===== src/rtl/fir_control_unit.sv =====
// Sequencer in front of FIR_datapath: coefficient load, sample streaming, result FIFO with backpressure.
// Define FIR_CTRL_OUT_COUNT_EN to add out_count_o (results popped since the last CLR).
module fir_control_unit #(
    parameter int MAX_TAPS       = 16,
    parameter int OUT_FIFO_DEPTH = 4
) (
    input  logic                          clk_i,
    input  logic                          rstn_i,
    input  logic [$clog2(MAX_TAPS)-1:0]   cfg_tap_count_i,
    input  logic                          cfg_start_i,
    input  logic                          cfg_stop_i,
    output logic                          cfg_err_o,
    output logic                          busy_o,
    input  logic                          s_coeff_valid_i,
    output logic                          s_coeff_ready_o,
    input  logic signed [31:0]            s_coeff_data_i,
    input  logic                          s_sample_valid_i,
    output logic                          s_sample_ready_o,
    input  logic signed [31:0]            s_sample_data_i,
    output logic                          m_out_valid_o,
    input  logic                          m_out_ready_i,
    output logic signed [31:0]            m_out_data_o,
    output logic                          dp_rstn_o,
    output logic [$clog2(MAX_TAPS)-1:0]   dp_tap_count_o,
    output logic                          dp_coeff_data_valid_o,
    output logic signed [31:0]            dp_coeff_data_o,
    output logic                          dp_input_data_valid_o,
    output logic signed [31:0]            dp_input_data_o,
    output logic                          dp_compute_o,
    input  logic signed [31:0]            dp_output_data_i,
`ifdef FIR_CTRL_OUT_COUNT_EN
    output logic [31:0]                   out_count_o,
`endif
    input  logic                          dp_output_data_valid_i
);

    // state  | meaning
    // IDLE   | no session, waiting for cfg_start
    // CLR    | one-cycle datapath reset
    // LOAD   | accepting dp_tap_count coefficients
    // RUN    | accepting samples while FIFO space can be reserved
    // DRAIN  | wait for in-flight result and empty FIFO
    localparam int TW = $clog2(MAX_TAPS);
    localparam int PW = $clog2(OUT_FIFO_DEPTH);

    typedef enum logic [2:0] {ST_IDLE, ST_CLR, ST_LOAD, ST_RUN, ST_DRAIN} state_t;

    state_t               state_q, state_d;
    logic [TW-1:0]        tap_q, tap_d;
    logic [TW-1:0]        coeff_cnt_q, coeff_cnt_d;
    logic                 cfg_err_q, cfg_err_d;
    logic                 inflight_q;
    logic signed [31:0]   mem_q [OUT_FIFO_DEPTH];
    logic [PW-1:0]        wr_ptr_q, rd_ptr_q;
    logic [PW:0]          count_q;

    logic coeff_hs, sample_hs, fifo_empty, fifo_full, push, pop, push_ok;

    assign fifo_empty = (count_q == '0);
    assign fifo_full  = (int'(count_q) == OUT_FIFO_DEPTH);
    assign push       = dp_output_data_valid_i;
    assign pop        = !fifo_empty && m_out_ready_i;
    assign push_ok    = push && (!fifo_full || pop);

    assign s_coeff_ready_o  = (state_q == ST_LOAD);
    // A slot is reserved for the result of the sample currently inside the datapath.
    assign s_sample_ready_o = (state_q == ST_RUN) &&
                              ((int'(count_q) + int'(inflight_q)) < OUT_FIFO_DEPTH);
    assign coeff_hs  = s_coeff_valid_i && s_coeff_ready_o;
    assign sample_hs = s_sample_valid_i && s_sample_ready_o;

    assign dp_coeff_data_valid_o = coeff_hs;
    assign dp_coeff_data_o       = coeff_hs ? s_coeff_data_i : '0;
    assign dp_input_data_valid_o = sample_hs;
    assign dp_compute_o          = sample_hs;
    assign dp_input_data_o       = sample_hs ? s_sample_data_i : '0;
    assign dp_rstn_o             = rstn_i && (state_q != ST_CLR);
    assign dp_tap_count_o        = tap_q;
    assign busy_o                = (state_q != ST_IDLE);
    assign cfg_err_o             = cfg_err_q;
    assign m_out_valid_o         = !fifo_empty;
    assign m_out_data_o          = fifo_empty ? '0 : mem_q[rd_ptr_q];

    always_comb begin
        state_d     = state_q;
        tap_d       = tap_q;
        coeff_cnt_d = coeff_cnt_q;
        cfg_err_d   = 1'b0;
        case (state_q)
            ST_IDLE: begin
                if (cfg_start_i) begin
                    if (cfg_tap_count_i == '0) begin
                        cfg_err_d = 1'b1;
                    end else begin
                        tap_d   = cfg_tap_count_i;
                        state_d = ST_CLR;
                    end
                end
            end
            ST_CLR: begin
                coeff_cnt_d = '0;
                state_d     = ST_LOAD;
            end
            ST_LOAD: begin
                if (coeff_hs) coeff_cnt_d = coeff_cnt_q + TW'(1);
                if (cfg_stop_i)                        state_d = ST_DRAIN;
                else if (coeff_hs && coeff_cnt_d == tap_q) state_d = ST_RUN;
            end
            ST_RUN: begin
                if (cfg_stop_i) state_d = ST_DRAIN;
            end
            ST_DRAIN: begin
                if (!inflight_q && fifo_empty) state_d = ST_IDLE;
            end
            default: state_d = ST_IDLE;
        endcase
    end

    always_ff @(posedge clk_i or negedge rstn_i) begin
        if (!rstn_i) begin
            state_q     <= ST_IDLE;
            tap_q       <= '0;
            coeff_cnt_q <= '0;
            cfg_err_q   <= 1'b0;
            inflight_q  <= 1'b0;
            wr_ptr_q    <= '0;
            rd_ptr_q    <= '0;
            count_q     <= '0;
        end else begin
            state_q     <= state_d;
            tap_q       <= tap_d;
            coeff_cnt_q <= coeff_cnt_d;
            cfg_err_q   <= cfg_err_d;
            inflight_q  <= sample_hs;
            if (push_ok) wr_ptr_q <= wr_ptr_q + PW'(1);
            if (pop)     rd_ptr_q <= rd_ptr_q + PW'(1);
            if (push_ok && !pop)      count_q <= count_q + (PW+1)'(1);
            else if (pop && !push_ok) count_q <= count_q - (PW+1)'(1);
        end
    end

    always_ff @(posedge clk_i) begin
        if (push_ok) mem_q[wr_ptr_q] <= dp_output_data_i;
    end

`ifdef FIR_CTRL_OUT_COUNT_EN
    logic [31:0] out_count_q;
    always_ff @(posedge clk_i or negedge rstn_i) begin
        if (!rstn_i)                out_count_q <= '0;
        else if (state_q == ST_CLR) out_count_q <= '0;
        else if (pop)               out_count_q <= out_count_q + 32'd1;
    end
    assign out_count_o = out_count_q;
`endif

    a_no_overflow: assert property (@(posedge clk_i) disable iff (!rstn_i)
                                    !(push && fifo_full && !pop));

endmodule


===== config.mk =====
export PLATFORM = sky130hd
export DESIGN_NAME = fir_control_unit
export DESIGN_NICKNAME = d
export VERILOG_FILES = /design/src/rtl/fir_control_unit.sv
export SDC_FILE = /design/constraint.sdc
export NUM_CORES = 1
export LEC_CHECK = 0
export BUFFER_PORTS_ARGS = -buffer_cell sky130_fd_sc_hd__buf_4
export CAP_MARGIN = 10
export CORE_MARGIN = 10
export CORE_UTILIZATION = 52
export CTS_BUF_LIST = sky130_fd_sc_hd__clkbuf_8
export DETAILED_ROUTE_END_ITERATION = 16
export PLACE_DENSITY_LB_ADDON = 0.2
export RECOVER_POWER = 50
export SLEW_MARGIN = 20
export SYNTH_ARGS = -nofsm -noshare
export SYNTH_HDL_FRONTEND = slang
export SYNTH_SLANG_ARGS = --single-unit

===== constraint.sdc =====
create_clock -name clk_i -period 2.45 [get_ports clk_i]
set_input_delay 0.245 -clock clk_i [delete_from_list [all_inputs] [get_ports clk_i]]
set_output_delay 0.245 -clock clk_i [all_outputs]
set_load 0.02 [all_outputs]

Word-level counts from Yosys, hierarchy flattened
Memory sizes are Yosys's and may differ from the RTL's. Cells that the tools add are included.

Bits in registers: 20. Bits in writable memories: 128. Output and inout port bits: 109. Memories: 1.

Add/subtract/negate cells: 6. $lt $le $gt $ge: 1. Equal/unequal tests: 12. Mux-type cells: 20. Bitwise gates (word level): 1. Reductions and logical operators: 24.

Memories: mem_q (words 4, width 32, read ports 1, clocked after memory_dff 0, write ports 1, RTL line 53) `logic signed [31:0] mem_q [OUT_FIFO_DEPTH];`.

Operator list (number): 32-bit two-way mux (3); 3-bit two-way mux (8); 3-bit one-hot mux with 5 select lines (1); 1-bit logical AND (10); 4-bit two-way mux (2); 2-bit != test (second input constant) (4); 4-bit one-hot mux with 2 select lines (1); 3-bit by 2-bit equality test with 1-bit output (second input constant) (2); 3-bit equality test (second input constant) (2); 3-bit logical NOT (2); 1-bit logical NOT (5); 1-bit two-way mux (5); 5-bit AND reduction (1); 2-bit by 1-bit adder with 2-bit output (second input constant) (2); 3-bit by 1-bit adder with 4-bit output (1); 4-bit by 1-bit adder with 4-bit output (second input constant) (1); 4-bit equality test (1); 4-bit logical NOT (1); 4-bit by 3-bit less-than comparator with 1-bit output (second input constant) (1); 2-bit nonzero test (2); 3-bit by 1-bit adder with 3-bit output (second input constant) (1); 3-bit by 1-bit equality test with 1-bit output (second input constant) (1); 3-bit by 1-bit != test with 1-bit output (second input constant) (1); 3-bit by 2-bit != test with 1-bit output (second input constant) (1); 5 further kinds (5).

Longest topological paths before layout
Gate-level depths: netlist of run 1.

Depth after elaboration: 9. Gate-level depth with buffers: 9. Mapped depth without buffers: 8.

Worst setup path before layout of run 1
Ideal clock, no wire load.

Path type: register to register. From: register count_q[1]. To: register count_q[2]. Arrival time: 2.016 ns. Data required time: 2.370 ns. Setup slack: 0.354 ns. Stages on the path, launching flop included: 10. Path buffers: 1. Period minus slack after synthesis: 2.096 ns. Cell sequence: dfrtp_1 > or3_1 > clkbuf_1 > nand2_1 > ha_1 > inv_1 > fa_1 > xor2_1 > nor2_1 > xnor2_1.

Cells in the longest elaborated chain, start to end: 8.

Ends and longest elaborated chain: start: declaration (RTL line 55) `logic [PW:0] count_q;`; start signal: assignment (RTL line 137) `if (push_ok && !pop) count_q <= count_q + (PW+1)'(1);`; start signal: assignment (RTL line 138) `else if (pop && !push_ok) count_q <= count_q - (PW+1)'(1);`; parallel branches: the longest is 8 deep, another holds 3-bit by 1-bit subtractor with 3-bit output.

Several ways; the timed one is not identified. The select of a mux whose other input is x is not followed. A chain may end at the register's enable or synchronous reset.

Worst setup path in the final report of run 1
From: register count_q[2]. To: output dp_input_data_o[20].

Cells in the longest elaborated chain, start to end: 5.

Ends and longest elaborated chain: 3-bit by 1-bit adder with 4-bit output (RTL line 68) `((int'(count_q) + int'(inflight_q)) < OUT_FIFO_DEPTH);`; 4-bit by 3-bit less-than comparator with 1-bit output (RTL line 68); 1-bit logical AND (RTL line 67) `assign s_sample_ready_o = (state_q == ST_RUN) &&`; 1-bit logical AND (RTL line 70) `assign sample_hs = s_sample_valid_i && s_sample_ready_o;`; 32-bit two-way mux (RTL line 76) `assign dp_input_data_o = sample_hs ? s_sample_data_i : '0;`; end: declaration (RTL line 28) `output logic signed [31:0] dp_input_data_o,`.

No other way between the ends.

==> results of run 1 <==
==> layout by cell type (no fill, tap or decap), types with 5 or more instances in the layout <==
cell type and count:
buf_4 182, nand2_1 5, xnor2_1 10, mux4_2 32, o21ai_0 5, dlygate4sd3_1 33
and3_1 65, ha_1 6, a21oi_1 5, edfxtp_1 128, dfrtp_1 18, clkbuf_8 17
and2_1 32, inv_1 11, nor2_1 5, mux2_2 6, clkbuf_1 42
==> area by class of cell <==
class,instances,area [µm²]
flip-flops and latches,148,4350
fillers,814,3220
multi-input cells,206,1930
repair buffers,259,1890
clock buffers,17,234
well taps,168,210
clock inverters,15,190
inverters,10,37.5
diodes,1,2.50
==> per-layer routing <==
layer	GRT usage [%]	vias up	routed length, µm
li1	-	2015	-
met4	6.86	0	266
met3	5.11	24	975
met1	22.0	2123	6620
met5	0	-	0
met2	34.4	157	9010
==> power breakdown <==
group / total [W] / internal [W] / switching [W]
Sequential: 0.00362 / 0.00335 / 0.000274
Combinational: 0.00432 / 0.00198 / 0.00234
Clock: 0.00198 / 0.00110 / 0.000882
Total: 0.00993 / 0.00643 / 0.00350
==> registers in the layout, indices dropped and copies added (netlist names) <==
register and count:
cfg_err_o 1, coeff_cnt_q 4, count_q 3, dp_tap_count_o 4, inflight_q 1, mem_q 128
rd_ptr_q 2, state_q 3, wr_ptr_q 2
==> cells by family after synthesis <==
group	share of synthesized area (%)
fa+ha+maj	1.48
xor+xnor	1.63
simple gates	12.2
compound gates	2.25
buf+inv	2.76
flops	67.4
mux	12.2
==> worst paths after layout <==
| check | startpoint | endpoint | slack [ns] | cells past startpoint |
|---|---|---|---|---|
| max | count_q[2] | dp_input_data_o[20] | 0.12 | 5 |
| max in group asynchronous | rstn_i | rd_ptr_q[1] | 1.97 | 2 |
| min in group asynchronous | rstn_i | cfg_err_o | 0.23 | 2 |
| min | cfg_start_i | cfg_err_o | 0.03 | 3 |
| max reg2reg | count_q[1] | count_q[2] | 0.32 | 8 |
| min reg2reg | dp_tap_count_o[1] | dp_tap_count_o[1] | 0.56 | 1 |
==> cell usage after synthesis, types with 3 or more instances <==
library cell and instances:
nand3_1 4, nor2_1 5, mux2_2 6, ha_1 6, edfxtp_1 128, nor3_1 3, clkbuf_1 21, and2_1 37
xnor2_1 10, mux4_2 32, buf_2 4, o22ai_1 3, nand2_1 5, o21ai_0 5, inv_1 8, a21oi_1 5
buf_6 3, and3_1 65, dfrtp_1 20
==> per-stage QoR <==
stage	hold slack (ns)	setup slack [ns]	cell area (µm²)
6_report	0.0296	0.121	8840
2_1_floorplan	-0.0506	0.354	6440
5_1_grt	0.0297	0.0316	8840
3_3_place_gp	0.146	0.407	8230
4_1_cts	0.000936	0.0364	8960
3_5_place_dp	0.149	0.329	8230
==> worst max-delay path: cells and delay by family (launching register included) <==
kind            cells  cell delay (ns)
simple gates        2             0.73
flops               1             0.41
buf+inv             2             0.32
compound gates      1             0.18
==> what timing repair did <==
item,4_1_cts,5_1_grt
resized for setup,1,3
endpoints found under the setup margin,2,9
hold endpoints to repair,134,12
pin swaps,0,0
hold buffers,30,3
setup buffers,0,0
==> impl_metrics.tcl, run 1 <==
set metrics [dict create \
    synth_cells 393 \
    path_cells "or4_4 -> a31oi_4 -> buf_12 -> and3_1 -> buf_4" \
    critical_path_arrival_ns 2.08 \
    finalSetupViolCount 0 \
    areaGrowthSynthToFinish_pct 37.3 \
    fin_setup_tns_ns 0 \
    slowest_stage "or4_4" \
    cts_sinks 148 \
    cts_tree "built" \
    wl_per_cell_um 20.5 \
    slew_viol_final 0 \
    synth.top_cells.by_area "edfxtp_1 60%, mux4_2 11%, dfrtp_1 7.8%" \
    initial_core_util_pct 53.4 \
    globalplace.congestion 0.913 \
    antenna_found_initial 1 \
    final_cells 824 \
    die_x_um 131 \
    routed-via-count 4319 \
    drive_gt1_share_pct 39.8 \
    root_buffer "clkbuf_8" \
    start_kind "register" \
    pwr_density_cell_nw_per_um2 1120 \
    yosysWarnings 0 \
    fin_nets 757 \
    crit_required_ns 2.20 \
    slew_headroom_pct 41.1 \
    drc 0 \
    synth_top_area_share_pct 59.7 \
    vias_per_cell 5.24 \
    grt_use_total_pct 19.4 \
    rows 40 \
    dieArea_um2 17200 \
    synthArstFlopShare_pct 13.5 \
    grt_max_degree 36 \
    status "completed" \
    synth_flop_cell "edfxtp_1" \
    postRouteAntennaNets 0 \
    cts_max_level 4 \
    fin_crit_sh_pct 95.1 \
    synth_cell_types 38 \
    cp_max_fo 34 \
    fmax_mhz 429 \
    fin_util_pct 73.3 \
    cts_made_buffers 17 \
    ios 217 \
    die_h_um 131 \
    syn-num-nets 508 \
    drtIter0Drc 231 \
    grt_pass1_vias 4701 \
    dpl.cell_count 758 \
    dp_hpwl_um 11600 \
    min_path_type "in2reg" \
    finalClockSkew_ns 0.00862 \
    avgSynthCellArea_um2 16.4 \
    critPathKind "reg2out" \
    tightest_slew_ns 0.883 \
    clk_latency_ns 0.44 \
    ir_drop_uv 794 \
    post-route-min-period_ns 2.33 \
    seq_area_frac_synth_pct 67.4 \
    hold_viol_final 0 \
    power_w 0.00993 \
    ys_seq_elements 148 \
    critPathCaptureType "output port" \
    clk_pin_slew_ns 0.08 \
    rsz0062_at_grt "false" \
    leakage_nw 3.67 \
    wl_um 16900 \
    first_pass_iters 4 \
    synth_edf_count 128 \
    slowest_delay_ns 0.55 \
    clockBufferDepth 2 \
    yosys.area.top_type "edfxtp_1" \
    grt.overflow.total 0 \
    grt_pass1_wl_um 26300 \
    maxCapViolations 0 \
    syn-cell-area_um2 6440 \
    core-area_um2 12100 \
    io_buffers 216 \
]
Power figures use the tool's default switching activity.
==> run 2, diff against run 1 <==
- PLACE_DENSITY: unset -> 0.78
- PLACE_DENSITY_LB_ADDON: 0.2 -> unset
- clock period: 2.45 -> 2.4 ns (I/O delays scaled with it)
==> run 2 against run 1 <==
  * The run now ends with negative setup slack left
  * Core utilization increased by 1.8 points
  * Worst hold slack improved by 0.0076 ns
  * Setup slack got worse by 0.16 ns
  * Non-clock buffer count increased by 5
==> impl_metrics.tcl, run 2 (same netlist as run 1, synthesis figures left out) <==
set metrics [dict create \
    grt_pass1_wl_um 27200 \
    die_x_um 131 \
    post-route-min-period_ns 2.44 \
    maxCapViolations 0 \
    postRouteAntennaNets 0 \
    grt_max_degree 36 \
    crit_required_ns 2.16 \
    wl_per_cell_um 21.2 \
    start_kind "register" \
    vias_per_cell 5.33 \
    hold_viol_final 0 \
    areaGrowthSynthToFinish_pct 40.6 \
    mostFrequentLayoutCells "171 x buf_4, 128 x edfxtp_1, 58 x and3_1, 39 x clkbuf_1, 33 x dlygate4sd3_1" \
    io_buffers 216 \
    seqCellArea_um2 4350 \
    cts_made_buffers 17 \
    root_buffer "clkbuf_8" \
    antenna_found_initial 0 \
    critical_path_arrival_ns 2.20 \
    die_h_um 131 \
    drive_gt1_share_pct 42.4 \
    critical-path-top-delay-family "simple AND/OR/NAND/NOR gates" \
    largest_reg_flops 128 \
    clockBufferDepth 2 \
    cts_tree "built" \
    clk_pin_slew_ns 0.07 \
    routed-via-count 4426 \
    fill_cells 780 \
    cts_sinks 148 \
    r2r-start "count_q[1]" \
    multi_input_area_um2 2020 \
    wl_um 17600 \
    grt.overflow.total 0 \
    critPathKind "reg2out" \
    hold_end "cfg_err_o" \
    critPathCaptureType "output port" \
    use_met2_pct 34.0 \
    fin_crit_sh_pct 102 \
    drc 0 \
    path_cells "inv_2 -> or4_4 -> a31oi_4 -> buf_6 -> and3_4 -> buf_6" \
    diodes 0 \
    ir_drop_uv 809 \
    grt_pass1_vias 4616 \
    slowest_delay_ns 0.57 \
    ios 217 \
    rsz0062_at_grt "true" \
    leakage_nw 3.72 \
    violations "negative setup slack" \
    path_buf_inv 3 \
    globalRoute.busiestLayer "met2" \
    r2r_slack_ns 0.14 \
    drtIter0Drc 347 \
    final_cells 831 \
    hold-path-cell-count 3 \
    pwr_density_cell_nw_per_um2 1140 \
    hp-start "cfg_start_i" \
    core-area_um2 12100 \
    r2r_end "count_q[2]" \
    fin_nets 765 \
    finalSetupViolCount 14 \
    fmax_mhz 410 \
    r2r_cells 8 \
    cp_max_fo 7 \
    final_common_cell "buf_4" \
    clk_latency_ns 0.43 \
    grtUsageMet3_pct 6.48 \
    slew_viol_final 0 \
    top_register "mem_q" \
    first_pass_iters 5 \
    min_path_type "in2reg" \
    grt_use_total_pct 20.0 \
    critical_path.most_common_cell "buf_6" \
    hold_ws_ns 0.0372 \
    initial_core_util_pct 53.4 \
    rows 40 \
    dp_hpwl_um 11700 \
    dpl.cell_count 760 \
    tightest_slew_ns 0.882 \
    slew_headroom_pct 41.2 \
    globalplace.congestion 0.802 \
    status "finished with violations" \
    cts_max_level 4 \
    use_met1_pct 24.1 \
    setup_slack_ns -0.0416 \
    slowest_stage "or4_4" \
    dieArea_um2 17200 \
    finalClockSkew_ns 0.00903 \
    fin_util_pct 75.1 \
]
[run 2: cell types whose count changed in the layout (fill, tap and decap cells not counted), moves of 3 or more]
cell / previous run / this run
buf_6: 0 / 20
buf_4: 182 / 171
and3_1: 65 / 58
and3_4: 0 / 7
clkbuf_8: 17 / 22
a31oi_4: 1 / 4
clkbuf_1: 42 / 39
clkinv_4: 3 / 0
[run 2: metrics by stage]
stage / total power [W] / TNS (ns) / worst slack [ns] / cell area, µm²
after floorplan: 0.00648 / 0 / 0.304 / 6440
after global placement: 0.00813 / 0 / 0.338 / 8230
after detailed placement: 0.00822 / 0 / 0.277 / 8230
after CTS: 0.0103 / -0.857 / -0.0547 / 9050
after global routing: 0.0109 / -3.71 / -0.150 / 9060
final: 0.0103 / -0.292 / -0.0416 / 9060
[run 2: cell type report]
class | count | area share [%]
tap | 168 | 2.32
clock inverter | 10 | 1.44
clock buffer | 22 | 3.34
sequential | 148 | 48.0
inverter | 10 | 0.414
multi-input combinational | 209 | 22.3
timing repair buffer | 264 | 22.1
[run 2: how the worst max path moves through the flow]
stage               startpoint                  end  slack (ns)  cells past startpoint
global placement    count_q[2]  dp_input_data_o[10]        0.34                      5
global route        state_q[1]  dp_input_data_o[29]       -0.15                      6
floorplan           count_q[1]           count_q[2]        0.30                      9
finish              state_q[1]  dp_input_data_o[29]       -0.04                      6
detailed placement  count_q[2]   dp_input_data_o[9]        0.28                      5
CTS                 state_q[0]  dp_input_data_o[19]       -0.05                      6
[run 2: timing repair]
| action | in CTS | in global routing |
|---|---|---|
| buffers inserted | 1 | 1 |
| hold buffers | 33 | 0 |
| cloned | 3 | 1 |
| endpoints found under the hold margin | 147 | 0 |
| setup endpoints to repair | 34 | 33 |
| pin swaps | 1 | 8 |
| gates resized for setup | 4 | 29 |
[run 2: tightest hold or removal path: cells and delay by family]
family	cells	cell delay, ns
buf+inv	1	0.11
simple gates	2	0.08
[run 2: power by group]
part / internal, W / switching, W
sequential: 0.00342 / 0.000280
clock: 0.00116 / 0.000895
combinational: 0.00208 / 0.00246
total: 0.00666 / 0.00363
[run 2: layer usage]
layer,vias up,part of all wire [%]
li1,2029,-
met1,2219,40
met2,165,53
met3,13,5.8
met4,0,0.91
met5,-,0
